File: src/rtl/fpu_dispatch.sv
// FPU issue/retire sequencer: one request at a time, pulses the selected unit,
// retires results through a response FIFO with sticky fflags. Optional macro: FPU_TIMEOUT_EN.
module fpu_dispatch #(
    parameter int                   NUM_UNITS        = 11,
    parameter int                   XLEN             = 32,
    parameter int                   EXC_W            = 5,
    parameter int                   DEPTH            = 4,
    parameter logic [NUM_UNITS-1:0] MC_MASK          = 11'h600,
    parameter logic [NUM_UNITS-1:0] OP3_ILLEGAL_MASK = 11'h006,
    parameter int                   TIMEOUT          = 64
) (
    input  logic                           clk,
    input  logic                           rst_l,
    input  logic                           req_valid,
    output logic                           req_ready,
    input  logic [NUM_UNITS-1:0]           req_unit,
    input  logic [1:0]                     req_op,
    input  logic [2:0]                     req_rm,
    output logic [NUM_UNITS-1:0]           issue_valid,
    output logic [1:0]                     issue_op,
    output logic [2:0]                     issue_rm,
    input  logic [NUM_UNITS*XLEN-1:0]      unit_result,
    input  logic [NUM_UNITS*EXC_W-1:0]     unit_exc,
    input  logic [NUM_UNITS-1:0]           unit_done,
    output logic                           rsp_valid,
    input  logic                           rsp_ready,
    output logic [XLEN-1:0]                rsp_data,
    output logic [EXC_W-1:0]               rsp_exc,
    output logic [$clog2(NUM_UNITS)-1:0]   rsp_unit,
    output logic                           rsp_illegal,
    output logic [EXC_W-1:0]               fflags,
    input  logic                           fflags_clr,
    output logic                           busy
);

    localparam int UW = $clog2(NUM_UNITS);
    localparam int AW = $clog2(DEPTH);
    localparam logic [NUM_UNITS-1:0] UNIT_ONE = 1;

    if (DEPTH < 2 || (DEPTH & (DEPTH - 1)) != 0 || TIMEOUT < 2) begin : g_bad_cfg
        $error("fpu_dispatch: DEPTH must be a power of two >= 2 and TIMEOUT >= 2");
    end

    typedef enum logic {S_IDLE, S_WAIT} state_e;

    typedef struct packed {
        logic             illegal;
        logic [UW-1:0]    unit;
        logic [EXC_W-1:0] exc;
        logic [XLEN-1:0]  data;
    } rsp_t;

    state_e           state_q, state_d;
    logic             ready_en_q;
    logic [UW-1:0]    unit_q, unit_d;
    logic [1:0]       op_q;
    logic [2:0]       rm_q;
    logic [AW:0]      wr_ptr_q, wr_ptr_d, rd_ptr_q, rd_ptr_d;
    logic [EXC_W-1:0] fflags_q, fflags_d;
    rsp_t             mem [DEPTH];

    logic          req_onehot, req_illegal, req_mc, accept, push, pop, empty, full;
    logic [UW-1:0] req_idx;
    rsp_t          push_entry, head;

`ifdef FPU_TIMEOUT_EN
    localparam int CW = $clog2(TIMEOUT);
    logic [CW-1:0] cnt_q, cnt_d;
`endif

    // Lowest set bit wins so a malformed select still reports a deterministic unit.
    always_comb begin
        req_idx = '0;
        for (int i = NUM_UNITS - 1; i >= 0; i--) begin
            if (req_unit[i]) req_idx = UW'(i);
        end
    end

    assign req_onehot  = (req_unit != '0) && ((req_unit & (req_unit - UNIT_ONE)) == '0);
    assign req_illegal = !req_onehot || (OP3_ILLEGAL_MASK[req_idx] && req_op == 2'b11);
    assign req_mc      = MC_MASK[req_idx];

    assign empty     = (wr_ptr_q == rd_ptr_q);
    assign full      = (wr_ptr_q[AW] != rd_ptr_q[AW]) && (wr_ptr_q[AW-1:0] == rd_ptr_q[AW-1:0]);
    assign req_ready = ready_en_q && (state_q == S_IDLE) && !full;
    assign accept    = req_valid && req_ready;
    assign pop       = rsp_ready && !empty;

    assign issue_valid = (accept && !req_illegal) ? req_unit : '0;

    // NOTE: every always_comb output gets a default first, otherwise untaken branches infer latches.
    always_comb begin
        state_d    = state_q;
        unit_d     = unit_q;
        push       = 1'b0;
        push_entry = '0;
`ifdef FPU_TIMEOUT_EN
        cnt_d      = cnt_q;
`endif
        case (state_q)
            S_IDLE: begin
                if (accept) begin
                    if (req_illegal) begin
                        push               = 1'b1;
                        push_entry.illegal = 1'b1;
                        push_entry.unit    = req_idx;
                    end else if (req_mc) begin
                        state_d = S_WAIT;
                        unit_d  = req_idx;
`ifdef FPU_TIMEOUT_EN
                        cnt_d   = '0;
`endif
                    end else begin
                        push            = 1'b1;
                        push_entry.unit = req_idx;
                        push_entry.data = unit_result[req_idx*XLEN +: XLEN];
                        push_entry.exc  = unit_exc[req_idx*EXC_W +: EXC_W];
                    end
                end
            end
            S_WAIT: begin
                if (unit_done[unit_q]) begin
                    push            = 1'b1;
                    push_entry.unit = unit_q;
                    push_entry.data = unit_result[unit_q*XLEN +: XLEN];
                    push_entry.exc  = unit_exc[unit_q*EXC_W +: EXC_W];
                    state_d         = S_IDLE;
`ifdef FPU_TIMEOUT_EN
                end else if (cnt_q == CW'(TIMEOUT - 1)) begin
                    // A hung unit retires as invalid-operation so software sees a trap, not a hang.
                    push                       = 1'b1;
                    push_entry.unit            = unit_q;
                    push_entry.exc             = '0;
                    push_entry.exc[EXC_W-1]    = 1'b1;
                    state_d                    = S_IDLE;
                end else begin
                    cnt_d = cnt_q + 1'b1;
`endif
                end
            end
            default: state_d = S_IDLE;
        endcase
    end

    assign wr_ptr_d = wr_ptr_q + (AW + 1)'(push);
    assign rd_ptr_d = rd_ptr_q + (AW + 1)'(pop);
    assign fflags_d = (fflags_clr ? '0 : fflags_q) | (push ? push_entry.exc : '0);

    // NOTE: registers use non-blocking assignments so every flop samples pre-edge values.
    always_ff @(posedge clk or negedge rst_l) begin
        if (!rst_l) begin
            state_q    <= S_IDLE;
            ready_en_q <= 1'b0;
            unit_q     <= '0;
            op_q       <= '0;
            rm_q       <= '0;
            wr_ptr_q   <= '0;
            rd_ptr_q   <= '0;
            fflags_q   <= '0;
`ifdef FPU_TIMEOUT_EN
            cnt_q      <= '0;
`endif
        end else begin
            state_q    <= state_d;
            ready_en_q <= 1'b1;
            unit_q     <= unit_d;
            wr_ptr_q   <= wr_ptr_d;
            rd_ptr_q   <= rd_ptr_d;
            fflags_q   <= fflags_d;
`ifdef FPU_TIMEOUT_EN
            cnt_q      <= cnt_d;
`endif
            if (accept) begin
                op_q <= req_op;
                rm_q <= req_rm;
            end
        end
    end

    // NOTE: FIFO storage has no reset; the empty flag masks stale entries on the outputs.
    always_ff @(posedge clk) begin
        if (push) mem[wr_ptr_q[AW-1:0]] <= push_entry;
    end

    assign head        = empty ? '0 : mem[rd_ptr_q[AW-1:0]];
    assign rsp_valid   = !empty;
    assign rsp_data    = head.data;
    assign rsp_exc     = head.exc;
    assign rsp_unit    = head.unit;
    assign rsp_illegal = head.illegal;
    assign fflags      = fflags_q;
    assign issue_op    = op_q;
    assign issue_rm    = rm_q;
    assign busy        = (state_q == S_WAIT);

endmodule

File: config.mk
export PLATFORM = sky130hd
export DESIGN_NAME = fpu_dispatch
export DESIGN_NICKNAME = d
export VERILOG_FILES = /design/src/rtl/fpu_dispatch.sv
export SDC_FILE = /design/constraint.sdc
export NUM_CORES = 1
export LEC_CHECK = 0
export ABC_CLOCK_PERIOD_IN_PS = 6400
export BUFFER_PORTS_ARGS = -buffer_cell sky130_fd_sc_hd__buf_2
export CORE_AREA = 3 3 241 243
export CTS_BUF_LIST = sky130_fd_sc_hd__clkbuf_8
export DETAILED_ROUTE_END_ITERATION = 10
export DIE_AREA = 0 0 244 246
export PLACE_DENSITY = 0.53
export SYNTH_ARGS = -nofsm -noshare
export SYNTH_HDL_FRONTEND = slang
export SYNTH_SLANG_ARGS = --single-unit
File: constraint.sdc
create_clock -name clk -period 6.4 [get_ports clk]
set_input_delay 0.64 -clock clk [delete_from_list [all_inputs] [get_ports clk]]
set_output_delay 0.64 -clock clk [all_outputs]
set_load 0.02 [all_outputs]
* Word-level counts from Yosys, hierarchy flattened
Memory sizes are Yosys's and may differ from the RTL's.
Index checks and enable logic that the tools add are counted.
** Storage, ports and cells
- Register bits :: 22
- Bits in latches :: 0
- RAM bits :: 168
- ROM bits :: 32
- Output and inout port bits :: 66
- Memories kept :: 3
** Memories
- mem :: words 4, bits a word 42, read ports 1, clocked after Yosys merged registers in 0, write ports 1, line 60 : rsp_t mem [DEPTH];
- (name not given) :: words 16, bits a word 1, read ports 1, clocked after Yosys merged registers in 0, write ports 0, line 81 : assign req_mc = MC_MASK[req_idx];
- (name not given) :: words 16, bits a word 1, read ports 1, clocked after Yosys merged registers in 0, write ports 0, line 80 : assign req_illegal = !req_onehot || (OP3_ILLEGAL_MASK[req_idx] && req_op == 2'b11);
** Cells by class
- $add $sub $neg :: 3
- Multipliers :: 2
- Divide/modulo/power cells :: 0
- Order comparisons :: 2
- Equal/unequal tests :: 4
- Shift operators :: 4
- Multiplexer cells :: 39
- Bitwise gates (word level) :: 4
- Reductions and logical operators :: 16
** Operators with widths (number)
- $shiftx A352 B10 Y32 :: 2
- $shiftx A55 B8 Y5 :: 2
- $mux W42 :: 2
- $mux W41 :: 2
- $pmux W41 S2 :: 1
- $mux W4 :: 12
- $mux W37 :: 1
- $mux W1 :: 15
- $mul A4 B3 Y7 const B :: 2
- $and A11 B11 Y11 :: 1
- $logic_not A11 Y1 :: 1
- $mux W11 :: 1
- $reduce_bool A11 Y1 :: 1
- $sub A11 B1 Y11 const B :: 1
- $lt A4 B5 Y1 const B :: 2
- $mux W5 :: 2
- $logic_and A1 B1 Y1 :: 8
- $add A3 B1 Y3 :: 2
- $or A5 B5 Y5 :: 1
- $bmux W1 S4 :: 1
- $logic_not A1 Y1 :: 4
- $pmux W1 S2 :: 2
- $reduce_and A4 Y1 :: 1
- $eq A3 B3 Y1 :: 1
- 5 further kinds :: 6

* Depth between registers and ports, before layout
- Word-level depth :: 20
- Depth in mapped cells :: 18
- Depth with buffers taken out :: 14

* Least setup slack after synthesis
No wires, ideal clock.
- Path type :: input port to flip-flop
- Start point :: input req_unit[7]
- End point :: memory mem[1][0] (netlist name) (enable)
- Library setup time :: 0.502 ns
- Arrival time :: 6.239 ns
- Required time :: 5.898 ns
- Setup slack :: -0.341 ns
- Stages :: 15
- Path buffers :: 4
- Cells stage by stage :: clkbuf_1 > nor2_1 > a221oi_1 > o21a_1 > buf_2 > inv_2 > buf_2 > clkbuf_1 > ha_1 > a31oi_1 > nor3_1 > nor3_4 > nand2_1 > a21oi_1 > nor3b_1
** On the way
- Longest elaborated chain between the ends :: 17
- Elaborated cells on any way between the ends :: 26
- Those cells by class :: add/sub: 1; mux: 16; bitwise: 1; reduce/logical: 6; memory: 2
** RTL lines
- from (decl) :: line 16 : input logic [NUM_UNITS-1:0] req_unit,
- $mux W4 (8 in a row) :: line 75 : if (req_unit[i]) req_idx = UW'(i);
- $mem_v2 Z16 W1
- $mux W1 (not written as such) :: line 80
- $logic_and A1 B1 Y1 :: line 80
- $logic_or A1 B1 Y1 :: line 80
- $mux W1 (*) :: line 103 : if (req_illegal) begin
- $mux W1 (*) :: line 102 : if (accept) begin
- $pmux W1 S2 (*) :: line 100 : case (state_q)
- $mux W1 (*) :: line 182 : if (push) mem[wr_ptr_q[AW-1:0]] <= push_entry;
- $mux W1 (not written as such) (*) :: line 182
- to (decl) :: line 60
Every way passes the cells marked *; elsewhere a longest branch is shown, timed or not. The select of a mux whose other input is x is not followed.

* Worst setup path after layout
- Start point :: input req_unit[9]
- End point :: output issue_valid[5]
** On the way
- Longest elaborated chain between the ends :: 17
- Elaborated cells on any way between the ends :: 23
- Those cells by class :: add/sub: 1; mux: 12; bitwise: 1; reduce/logical: 8; memory: 1
** RTL lines
- $mux W4 (10 in a row) :: line 75
- $mem_v2 Z16 W1
- $mux W1 (not written as such) :: line 80
- $logic_and A1 B1 Y1 :: line 80
- $logic_or A1 B1 Y1 (*) :: line 80
- $logic_not A1 Y1 (*) :: line 89 : assign issue_valid = (accept && !req_illegal) ? req_unit : '0;
- $logic_and A1 B1 Y1 (*) :: line 89
- $mux W11 (*) :: line 89
- to (decl) :: line 19 : output logic [NUM_UNITS-1:0] issue_valid,
Marks and branches as above.

==> metrics.md <==
| Metric | Value |
|---|---|
| Core area | ~56000 sq um |
| Most frequent cells in the layout | buf_2 (504), nand2_1 (321), edfxtp_1 (168) |
| Setup Viol. Count Final | 0 |
| Layout cells sized above 1 | between 30% and 40% |
| Worst Tran Pin Value | 1.101 ns |
| Sequential share of the synthesized area | just under 40% |
| Setup Crit Path Kind | in2out |
| Die ar. | about 60000 sq um |
| Unique masters post-synth | 61 |
| LEAKAGE | 0.007101 uW |
| CP Launch Type | input pin |
| Filler Cells Inserted | between 5000 and 6000 |
| First DRT Iteration DRCs | 1157 |
| Pwr/cell area | 247.6 nW/um^2 |
| Area after DPL | approximately 18000 sq um |
| Syn Inst Count | 1441 |
| Nets | between 2000 and 2500 |
| First-pass GRT wire length | 95220 um |
| HPWL after DPL | 49860 um |
| Sink Count | 190 |
| Final Non-Filler Cells | 2636 |
| Initial Util | ~26% |
| Area of the multi-input gates | ~8500 sq um |
| Finished Cell Area | between 15000 and 20000 sq um |
| GRT Util Overall | 21.16% |
| Post-Place Cells | about 2600 |
| Commonest non-fill, non-tap cell in the layout | buf_2 |
| # IOs | just over 500 |
| Max Cap Viol | 0 |
| CTS Buf Count | 17 |
| Routability Congestion | roughly 0.92 |
| Worst path required time | 5.76 ns |
| Wire per inst | between 20 and 30 um |
| Post-CTS Hold Fix Bufs | 0 |
| Worst skew pair latency | 0.47 ns |
| Worst rel slew slack | about a quarter |
| Worst hold path type | in2async |
| Worst-path clk slew | ~0.10 ns |
| Vias in the first global route | between 10000 and 15000 |
| Skew final | a little under 0.01 ns |
| Routed WL | about 66000 um |
| Area of the mapped netlist | roughly 15000 sq um |
| Final period utilization | 69.32% |
| Mapped Avg Cell Area | around 10 sq um |
| Reg2reg setup slack | 2.61 ns |
| P&R area growth vs syn | 24.94% |
| Remaining Overflow, GRT | 0 |
| Synth Flop Type | edfxtp_1 |
| Fraction of registers with async set/reset | a little under an eighth |
| Via count | between 10000 and 15000 |
| Setup ws final | 1.963 ns |
| Largest net degree at the start of global routing | 98 |
| Pwr Total | about 4500 uW |
| Initial antenna violation count | 20 |
| Area leader, netlist | edfxtp_1 |
| Max VDD drop | 0.1688 mV |
| # DRC | 0 |
| DR pass1 iterations | 6 |
| RSZ-0062 raised after global routing | no |
| Final-report max-slew violation count | 0 |
| Die Ht | 246 um |
| Place WS | 1.589 ns |
| IO buf count | between 500 and 600 |
| Root Buffer | clkbuf_8 |
| Reg-to-Reg Start | unit_q[0] |
| CP max FO | 15 |
| Top cells by area, synth | edfxtp_1 (35%), mux4_2 (18%), nand2_1 (8.3%), mux2i_1 (7.6%), nand3_1 (5.0%) |
| Maximum clock rate | approximately 230 MHz |
| Yosys top cell area share | around a third |
| CTS tree | yes |
| Synthesis Warnings | 0 |
| Htree depth | 4 |
| Sequential cell area | between 5000 and 6000 sq um |
| Post-CTS setup buffers | 0 |
| CTS max path bufs | 2 |
| Final Util | 32.39% |
| FF+latch count, synth | between 150 and 200 |
| Die extent in x | 244 um |
| Syn_nets | 1885 |
| Critical Path AT | roughly 3.8 ns |
| Fin. Hold Viols | 0 |
| Vias/cell | about 5.4 |
| Cells on worst reg2reg path | 10 |
| Number of gates resized after CTS | 0 |
| Std-Cell Rows | 87 |
| Final worst path period need | about 4.4 ns |
| Post-synth EDFFs | ~170 |
| CP Capture Type | output pin |
| Post-route ant nets | 0 |
| Reg2Reg Capture Point | mem[1][24] |
| Status | complete, no violations |
==> cell usage after synthesis (all sizes together) (35+ instances only) <==
master   count
nand2      322
mux2i      111
clkbuf      84
a21oi       45
nor2b       47
nor2        57
mux4       117
edfxtp     168
o2bb2ai     35
nand3      146
buf         46
o21ai       41
==> through the flow <==
step	setup TNS (ns)	hold WS [ns]
after floorplan	-32.18	0.3444
after global placement	0	0.4578
after detailed placement	0	0.4655
after CTS	0	0.1372
after global routing	0	0.1703
final	0	0.1526
==> registers in the layout, indices dropped and copies added, names as in the netlist <==
name        cells
mem           168
fflags          5
unit_q          4
issue_rm        3
rd_ptr_q        3
wr_ptr_q        3
issue_op        2
busy            1
ready_en_q      1
==> worst max-delay path, cell delays in order <==
cell,delay (ns)
buf_2,0.13
nor3b_1,0.26
o31ai_1,0.11
a211oi_2,0.66
inv_1,0.32
ha_1,0.36
a31oi_1,0.17
nor3_1,0.10
nor3_4,0.43
nand2_1,0.20
nor2_1,0.21
buf_2,0.20
==> power breakdown <==
group	leakage, uW	switching, uW	internal, uW
registers	0.00188	52.1	1500
clock network	0.000192	445	320
logic	0.00503	1390	797
total	0.00710	1880	2620
==> worst max-delay path by stage <==
stage	start	end	slack (ns)
floorplan	req_unit[7]	mem[1][0]	-0.34
global placement	req_unit[9]	unit_q[1]	1.60
detailed placement	req_unit[9]	unit_q[0]	1.59
CTS	req_unit[9]	issue_valid[5]	2.01
global route	req_unit[9]	issue_valid[5]	1.77
finish	req_unit[9]	issue_valid[5]	1.96
==> cells by family after synthesis <==
family / Yosys count / synth area share [%]
other cells: 1 / 0.02575
simple gates: 652 / 20.65
fa+ha+maj: 6 / 0.4983
mux: 231 / 25.96
flops: 190 / 38.42
compound gates: 216 / 10.11
buf+inv: 140 / 4.038
xor+xnor: 5 / 0.3008
==> layer usage <==
metal / global-route usage [%] / wire, um / part of all wire (%)
met4: 4.892 / 1393 / 2.1
met2: 34.96 / 31330 / 47
met5: 0 / 57 / 0.086
met3: 4.266 / 4647 / 7.0
met1: 28.62 / 28600 / 43
==> final cells by class <==
class                      instances  area share [%]
sequential                       190           30.83
clock buffer                      17           1.286
inverter                          10          0.2338
clock inverter                    14          0.8114
multi-input combinational       1111           46.51
timing repair buffer             528           14.99
antenna                           10          0.1375
tap                              756           5.199
Power figures use the tool's default switching activity.
